===== src/rtl/button_conditioner_if.sv =====
// Signal bundle between the raw push-button pins / control logic and button_conditioner.
// The slave modport is the conditioner; the master side drives the pins and the sampling tick.
`timescale 1ns/1ps
interface button_conditioner_if #(
  parameter int NUM_CH = 2
);
  logic              i_sample_en;
  logic [NUM_CH-1:0] i_btn_in;
  logic              i_toggle_clr;
  logic [NUM_CH-1:0] o_level;
  logic [NUM_CH-1:0] o_press;
  logic [NUM_CH-1:0] o_release;
  logic [NUM_CH-1:0] o_toggle;
  logic              o_any_press;

  modport master (
    output i_sample_en, i_btn_in, i_toggle_clr,
    input  o_level, o_press, o_release, o_toggle, o_any_press
  );

  modport slave (
    input  i_sample_en, i_btn_in, i_toggle_clr,
    output o_level, o_press, o_release, o_toggle, o_any_press
  );
endinterface


===== src/rtl/button_conditioner.sv =====
// Multi-channel push-button front end: synchroniser, counter-based stability filter,
// registered press/release pulses and optional press-to-toggle latches.
`timescale 1ns/1ps
module button_conditioner #(
  parameter int                NUM_CH      = 2,
  parameter int                SYNC_STAGES = 2,
  parameter int                STABLE_CNT  = 4,
  parameter logic [NUM_CH-1:0] TOGGLE_MASK = 2'b10
) (
  input logic                  clkDis,
  input logic                  rst,
  button_conditioner_if.slave  bus
);
  localparam int CNT_W = $clog2(STABLE_CNT + 1);
  localparam logic [CNT_W-1:0] CNT_LAST = CNT_W'(STABLE_CNT - 1);

  typedef enum logic [1:0] {
    IDLE_LO = 2'b00,
    CHK_HI  = 2'b01,
    IDLE_HI = 2'b10,
    CHK_LO  = 2'b11
  } state_t;

  logic [NUM_CH-1:0] w_level;
  logic [NUM_CH-1:0] w_press;
  logic [NUM_CH-1:0] w_release;
  logic [NUM_CH-1:0] w_toggle;

  for (genvar g = 0; g < NUM_CH; g++) begin : g_ch
    logic [SYNC_STAGES-1:0] r_sync;
    state_t                 r_state;
    state_t                 w_state_nxt;
    logic [CNT_W-1:0]       r_cnt;
    logic [CNT_W-1:0]       w_cnt_nxt;
    logic                   w_s;
    logic                   w_rise;
    logic                   w_fall;
    logic                   r_level;
    logic                   r_press;
    logic                   r_release;

    assign w_s = r_sync[SYNC_STAGES-1];

    // Synchroniser runs every clock, independent of the sampling tick
    always_ff @(posedge clkDis) begin
      if (rst) begin
        r_sync <= '0;
      end else begin
        r_sync <= {r_sync[SYNC_STAGES-2:0], bus.i_btn_in[g]};
      end
    end

    // Filter next-state: a new level must persist for STABLE_CNT enabled samples
    always_comb begin
      w_state_nxt = r_state;
      w_cnt_nxt   = r_cnt;
      w_rise      = 1'b0;
      w_fall      = 1'b0;
      if (bus.i_sample_en) begin
        case (r_state)
          IDLE_LO: begin
            if (w_s) begin
              if (STABLE_CNT == 1) begin
                w_state_nxt = IDLE_HI;
                w_cnt_nxt   = '0;
                w_rise      = 1'b1;
              end else begin
                w_state_nxt = CHK_HI;
                w_cnt_nxt   = CNT_W'(1);
              end
            end else begin
              w_cnt_nxt = '0;
            end
          end
          CHK_HI: begin
            if (!w_s) begin
              w_state_nxt = IDLE_LO;
              w_cnt_nxt   = '0;
            end else if (r_cnt == CNT_LAST) begin
              w_state_nxt = IDLE_HI;
              w_cnt_nxt   = '0;
              w_rise      = 1'b1;
            end else begin
              w_cnt_nxt = r_cnt + CNT_W'(1);
            end
          end
          IDLE_HI: begin
            if (!w_s) begin
              if (STABLE_CNT == 1) begin
                w_state_nxt = IDLE_LO;
                w_cnt_nxt   = '0;
                w_fall      = 1'b1;
              end else begin
                w_state_nxt = CHK_LO;
                w_cnt_nxt   = CNT_W'(1);
              end
            end else begin
              w_cnt_nxt = '0;
            end
          end
          CHK_LO: begin
            if (w_s) begin
              w_state_nxt = IDLE_HI;
              w_cnt_nxt   = '0;
            end else if (r_cnt == CNT_LAST) begin
              w_state_nxt = IDLE_LO;
              w_cnt_nxt   = '0;
              w_fall      = 1'b1;
            end else begin
              w_cnt_nxt = r_cnt + CNT_W'(1);
            end
          end
          default: begin
            w_state_nxt = IDLE_LO;
            w_cnt_nxt   = '0;
          end
        endcase
      end else begin
        w_state_nxt = r_state;
        w_cnt_nxt   = r_cnt;
      end
    end

    // Filter state plus registered level and one-cycle pulses
    always_ff @(posedge clkDis) begin
      if (rst) begin
        r_state   <= IDLE_LO;
        r_cnt     <= '0;
        r_level   <= 1'b0;
        r_press   <= 1'b0;
        r_release <= 1'b0;
      end else begin
        r_state   <= w_state_nxt;
        r_cnt     <= w_cnt_nxt;
        r_level   <= w_rise ? 1'b1 : (w_fall ? 1'b0 : r_level);
        r_press   <= w_rise;
        r_release <= w_fall;
      end
    end

    assign w_level[g]   = r_level;
    assign w_press[g]   = r_press;
    assign w_release[g] = r_release;

    if (TOGGLE_MASK[g]) begin : g_tgl
      logic r_toggle;

      // Toggle flips together with the press pulse; a coincident clear wins
      always_ff @(posedge clkDis) begin
        if (rst) begin
          r_toggle <= 1'b0;
        end else if (bus.i_toggle_clr) begin
          r_toggle <= 1'b0;
        end else begin
          r_toggle <= w_rise ? ~r_toggle : r_toggle;
        end
      end

      assign w_toggle[g] = r_toggle;
    end else begin : g_no_tgl
      assign w_toggle[g] = 1'b0;
    end
  end

  assign bus.o_level     = w_level;
  assign bus.o_press     = w_press;
  assign bus.o_release   = w_release;
  assign bus.o_toggle    = w_toggle;
  assign bus.o_any_press = |w_press;
endmodule


===== src/flat_wrapper.sv =====
// flat-port wrapper written by rule: the top's interface ports become plain ports
module button_conditioner_flat 
#(
  parameter int                NUM_CH      = 2,
  parameter int                SYNC_STAGES = 2,
  parameter int                STABLE_CNT  = 4,
  parameter logic [NUM_CH-1:0] TOGGLE_MASK = 2'b10
)
  (clkDis, rst, bus_i_sample_en, bus_i_btn_in, bus_i_toggle_clr, bus_o_level, bus_o_press, bus_o_release, bus_o_toggle, bus_o_any_press);
  button_conditioner_if #(.NUM_CH(NUM_CH)) bus_i ();
  input logic clkDis;
  input logic rst;
  input wire logic [$bits(bus_i.i_sample_en)-1:0] bus_i_sample_en;
  input wire logic [$bits(bus_i.i_btn_in)-1:0] bus_i_btn_in;
  input wire logic [$bits(bus_i.i_toggle_clr)-1:0] bus_i_toggle_clr;
  output wire logic [$bits(bus_i.o_level)-1:0] bus_o_level;
  output wire logic [$bits(bus_i.o_press)-1:0] bus_o_press;
  output wire logic [$bits(bus_i.o_release)-1:0] bus_o_release;
  output wire logic [$bits(bus_i.o_toggle)-1:0] bus_o_toggle;
  output wire logic [$bits(bus_i.o_any_press)-1:0] bus_o_any_press;
  assign bus_i.i_sample_en = bus_i_sample_en;
  assign bus_i.i_btn_in = bus_i_btn_in;
  assign bus_i.i_toggle_clr = bus_i_toggle_clr;
  assign bus_o_level = bus_i.o_level;
  assign bus_o_press = bus_i.o_press;
  assign bus_o_release = bus_i.o_release;
  assign bus_o_toggle = bus_i.o_toggle;
  assign bus_o_any_press = bus_i.o_any_press;
  button_conditioner #(.NUM_CH(NUM_CH), .SYNC_STAGES(SYNC_STAGES), .STABLE_CNT(STABLE_CNT), .TOGGLE_MASK(TOGGLE_MASK)) u_core (.clkDis(clkDis), .rst(rst), .bus(bus_i));
endmodule

===== config.mk =====
export PLATFORM = sky130hd
export DESIGN_NAME = button_conditioner_flat
export DESIGN_NICKNAME = d
export VERILOG_FILES = /design/src/rtl/button_conditioner_if.sv /design/src/rtl/button_conditioner.sv /design/src/flat_wrapper.sv
export SDC_FILE = /design/constraint.sdc
export NUM_CORES = 1
export LEC_CHECK = 0
export CORE_ASPECT_RATIO = 1.1
export CORE_MARGIN = 8
export CORE_UTILIZATION = 35
export DETAILED_ROUTE_END_ITERATION = 10
export GPL_ROUTABILITY_DRIVEN = 0
export GPL_TIMING_DRIVEN = 0
export SYNTH_ARGS = -nofsm -noshare
export SYNTH_HDL_FRONTEND = slang
export SYNTH_SLANG_ARGS = --single-unit
export TNS_END_PERCENT = 100

===== constraint.sdc =====
create_clock -name clkDis -period 1.2 [get_ports clkDis]
set_clock_uncertainty 0.05 [all_clocks]
set_input_delay 0.12 -clock clkDis [delete_from_list [all_inputs] [get_ports clkDis]]
set_output_delay 0.12 -clock clkDis [all_outputs]
set_load 0.02 [all_outputs]

# Word level (Yosys, flattened, before mapping)
# Cells that the tools add are included.
word_totals:
  wordCells: 84
  input_bits: 6
  ff_bits: 21
  out_inout_bits: 9
op_classes:
  n_reduce_logical: 8
  n_addsub: 2
  bitwise: 1
  eq_ne: 16
  mux: 44
ops:
  columns: ["cell", "count"]
  rows:
  - ["2-to-1 mux 2 bit", 12]
  - ["case mux 3 bit (4 select lines)", 2]
  - ["2-to-1 mux 1 bit", 22]
  - ["2-to-1 mux 3 bit", 6]
  - ["case mux 2 bit (4 select lines)", 2]
  - ["AND reduction 5 bit", 2]
  - ["== test 2 bit (second input constant)", 4]
  - ["adder 3 x 1 -> 3 bit (second input constant)", 2]
  - ["== test 3 x 2 -> 1 bit (second input constant)", 2]
  - ["inequality test 3 x 1 -> 1 bit (second input constant)", 2]
  - ["inequality test 3 bit (second input constant)", 2]
  - ["== test 2 x 1 -> 1 bit (second input constant)", 2]
  - ["logical NOT 2 bit", 2]
  - ["inequality test 2 x 1 -> 1 bit (second input constant)", 2]
  - ["inequality test 2 bit (second input constant)", 2]
  - ["nonzero test 2 bit", 2]
  - ["OR reduction 2 bit", 2]
  - ["NOT 1 bit", 1]

# Longest topological paths before layout
depth:
  word_depth: 7
  depth_mapped: 4
  ltp_nobuf: 4

# Least setup slack after synthesis
# No wires, ideal clock.
synth_timing:
  path_kind: "reg2reg"
  from: "reg u_core.g_ch[1].r_cnt[0]"
  to: "reg u_core.g_ch[1].g_tgl.r_toggle"
  required_time_ns: 1.029
  path_slack_ns: -0.005
  path_stages_with_launch: 5
  t_arrival_ns: 1.034
  path_cell_list: "dfxtp_1 ha_1 nand4b_1 nand3b_1 mux2i_1"
synth_between:
  elab_chain_cells: 5
synth_lines:
  columns: ["item", "line", "rtl"]
  rows:
  - ["start: declaration", "button_conditioner.sv:33", "logic [CNT_W-1:0] r_cnt;"]
  - ["start signal: assignment", "button_conditioner.sv:134", "r_cnt <= w_cnt_nxt;"]
  - ["== test 3 x 2 -> 1 bit", "button_conditioner.sv:79", "end else if (r_cnt == CNT_LAST) begin"]
  - ["2-to-1 mux 1 bit", "button_conditioner.sv:79", null]
  - ["2-to-1 mux 1 bit", "button_conditioner.sv:76", "if (!w_s) begin"]
  - ["2-to-1 mux 1 bit", "button_conditioner.sv:60", "case (r_state)"]
  - ["2-to-1 mux 1 bit", "button_conditioner.sv:59", "if (bus.i_sample_en) begin"]
  - ["end signal: assignment", "button_conditioner.sv:155", "r_toggle <= w_rise ? ~r_toggle : r_toggle;"]
  - ["end: declaration", "button_conditioner.sv:146", "logic r_toggle;"]
# Every way passes these cells.
# A chain may end at the register's enable or synchronous reset.

# Worst setup path after layout
layout_timing:
  from: "reg u_core.g_ch[1].r_cnt[0]"
  to: "reg u_core.g_ch[1].r_cnt[0]"
layout_between:
  elab_chain_cells: 4
  word_cells_on_any_way: 6
layout_lines:
  columns: ["item", "line"]
  rows:
  - ["adder 3 x 1 -> 3 bit / == test 3 x 2 -> 1 bit (equally long branches)", null]
  - ["2-to-1 mux 3 bit *", "button_conditioner.sv:79, button_conditioner.sv:105"]
  - ["2-to-1 mux 3 bit (on tied branches)", "button_conditioner.sv:102, button_conditioner.sv:76"]
  - ["case mux 3 bit (4 select lines) *", "button_conditioner.sv:60"]
# Mark *: on every way between the ends. The rest lies on a longest branch, timed or not.

==> summary.md <==
| Metric | Value |
|---|---|
| Placed cell count | `141` |
| Worst skew pair latency | `0.30 ns` |
| Commonest non-fill, non-tap cells in the layout | `buf_4 (12), dfxtp_1 (11), dfxtp_2 (10)` |
| Layout Cells excl Fill | `around 150` |
| I/O Pins | `15` |
| Final slew viol count | `0` |
| Layout cells sized above 1 | `35.59%` |
| Synth Instances | `97` |
| Clock power share | `a little under 30%` |
| Main synth FF type | `dfxtp_1` |
| CTS tree | `done` |
| Drt total wl | `1741 um` |
| Mapped Area | `907.1 um^2` |
| HPWL Detailed | `~1200 um` |
| Crit path kind | `flop to flop` |
| Via/cell ratio | `4.899` |
| FP Rows | `19` |
| Die Ht | `just under 70 um` |
| Register area share after synthesis | `46.34%` |
| Worst Slack Setup Final | `0.001732 ns` |
| CTS sink count | `21` |
| Buffer depth of the longest clock path | `2` |
| Fillers | `between 200 and 300` |
| Multi-input logic area | `440.4 um^2` |
| Core Area | `~0.0025 mm^2` |
| Crit share post-route | `99.86%` |
| Comb pwr share | `~8.6%` |
| Antenna cells | `0` |
| Initial antenna violation count | `0` |
| Synth unique cells | `34` |
| Starting Density | `36.69%` |
| Leading cell type in the layout, fill and taps excluded | `buf_4` |
| Via count | `730` |
| PwrDens | `1018 mW/mm^2` |
| Flops & latches, synth | `21` |
| Status | `finished clean` |
| Met2 usage | `13.38%` |
| Wire per inst | `11.68 um` |
| First-pass GRT wire length | `2973 um` |
| Lkg Pwr | `0.4863 nW` |
| Net Sw Frac | `around a quarter` |
| Vias in the first global route | `720` |
| Post-synth EDFFs | `0` |
| Syn Nets | `between 100 and 150` |
| Max Fclk | `834.5 MHz` |
| Asr flop ratio synth | `0%` |
| Fin crit period | `around 1.2 ns` |
| RSZ-0062 raised after global routing | `yes` |
| GRT overflow | `0` |
| Antenna-violating nets left | `0` |
| FF/Latch Area | `432.9 um^2` |
| Final core utilization | `a little under half` |
| Largest net degree at the start of global routing | `14` |
| Synth warn | `0` |
| GRT met3 Usage | `2.908%` |
| Gr usage total | `7.925%` |
| CP startpoint kind | `flop` |
| # port buffers | `13` |
| Sequential share of power | `61.8%` |
| Number of max-cap violations | `0` |
| CTS clk-pin slew, worst paths | `approximately 0.12 ns` |
| Area Growth Syn to Fin | `27.59%` |
| Place WS | `-0.3556 ns` |
| # DRC | `0` |
| Met1 GRT Util | `8.459%` |
| Post-layout net count | `127` |
| Root buf cell | `clkbuf_4` |
| Final Setup Violations | `0` |
| DIE WIDTH | `64.54 um` |
| Critical Path AT | `1.36 ns` |
| Pint | `slightly below 0.0009 W` |
| GRT busiest layer | `met2` |
| Switching Power | `0.0002863 W` |
| DR iter-0 viols | `23` |
| Total die area | `0.004479 mm^2` |
| Drt pass-1 iters | `4` |
| Peak fanout along the critical path | `3` |
| Worst vdd ir | `587.8 uV` |
| Hold Path Class | `input port to flop` |
| Final hold vios | `0` |
| Mean area per synthesized cell | `9.352 um^2` |
| CTS H-tree depth | `1` |
| Data required time at the worst endpoint | `1.36 ns` |
| TritonCTS Buffers | `3` |
| Worst setup EP type | `flop` |
## repair_timing
action,CTS,global route
gates resized for setup,33,18
pin swaps,0,1
endpoints found under the hold margin,0,0
buffers inserted,3,1
setup endpoints to repair,14,21
hold buffers,0,0
## path summary, 6_finish.rpt
| kind | slack [ns] | endpoint | start | depth (start not counted) |
|---|---|---|---|---|
| setup / recovery | 0.002 | u_core.g_ch[1].r_cnt[0] | u_core.g_ch[1].r_cnt[0] | 4 |
| hold / removal | 0.30 | u_core.g_ch[0].r_sync[0] | bus_i_btn_in[0] | 2 |
| setup reg to reg | 0.002 | u_core.g_ch[1].r_cnt[0] | u_core.g_ch[1].r_cnt[0] | 4 |
| hold reg to reg | 0.40 | u_core.g_ch[0].r_sync[1] | u_core.g_ch[0].r_sync[0] | 1 |
## stage by stage
| stage | total power, W | cell area [um^2] | TNS [ns] | hold WS (ns) |
|---|---|---|---|---|
| global route | 0.001235 | 1157 | -0.2055 | 0.2938 |
| detailed placement | 0.0008464 | 1076 | -3.780 | 0.3755 |
| CTS | 0.001197 | 1154 | -0.05496 | 0.2927 |
| floorplan | 0.0008018 | 907.1 | 0 | 0.1982 |
| finish | 0.001178 | 1157 | 0 | 0.3047 |
| global placement | 0.0008445 | 1076 | -3.491 | 0.3681 |
## per-layer routing
metal,vias up,share of wire (%),wire (um)
met2,11,48,837
li1,367,-,-
met3,2,6.7,117
met1,350,44,772
met4,0,0.80,14
met5,-,0,0
## sequential cells by signal, indices dropped and copies added, names as in the netlist, named ones only
signal and flops:
u_core.g_ch.g_tgl.r_toggle 1, u_core.g_ch.r_cnt 6, u_core.g_ch.r_level 2, u_core.g_ch.r_press 2, u_core.g_ch.r_release 2, u_core.g_ch.r_state 2, u_core.g_ch.r_sync 4
## layout make-up
class                      instances  area share [%]
buffer                            11           6.378
clock buffer                       3           1.946
clock inverter                     1          0.6486
inverter                           4           1.297
multi-input combinational         61           38.05
sequential                        21           37.41
tap                               31           3.351
timing repair buffer              17           10.92
## cell usage after synthesis (all sizes together), types with 3 or more instances
| cell type | instances | area (um^2) |
|---|---|---|
| a21oi | 3 | 15.01 |
| buf | 9 | 65.06 |
| dfxtp | 21 | 420.4 |
| inv | 4 | 15.01 |
| mux2i | 3 | 30.03 |
| nand2 | 7 | 26.28 |
| nand3b | 4 | 30.03 |
| nor2 | 6 | 22.52 |
| nor2b | 6 | 37.54 |
| o21ai | 3 | 15.01 |
## worst max-delay path, stage by stage, from the launching register on
cell and delay, ns:
dfxtp_2 0.36, ha_4 0.16, nor2b_1 0.15, o21a_1 0.17
o32ai_1 0.22
## kinds of logic after synthesis
logic type               count (synthesis)  share of synthesized area (%)
AND/OR/NAND/NOR                         38                          24.42
flip-flops                              21                          46.34
AO/OA/AOI/OAI                           15                          11.17
buffers and inverters                   15                          9.655
multiplexers                             3                          3.310
adder cells (fa/ha/maj)                  2                          2.758
XOR/XNOR                                 2                          1.931
other                                    1                         0.4134
## power groups by stage
stage | sequential [W] | combinational [W] | clock, W
after global placement | 0.000740 | 0.000104 | 0
final | 0.000728 | 0.000102 | 0.000348
after detailed placement | 0.000741 | 0.000105 | 0
after global routing | 0.000730 | 0.000114 | 0.000391
after floorplan | 0.000738 | 0.0000642 | 0
after CTS | 0.000727 | 0.000106 | 0.000364
Note: power is estimated with default switching activity, not from simulation.
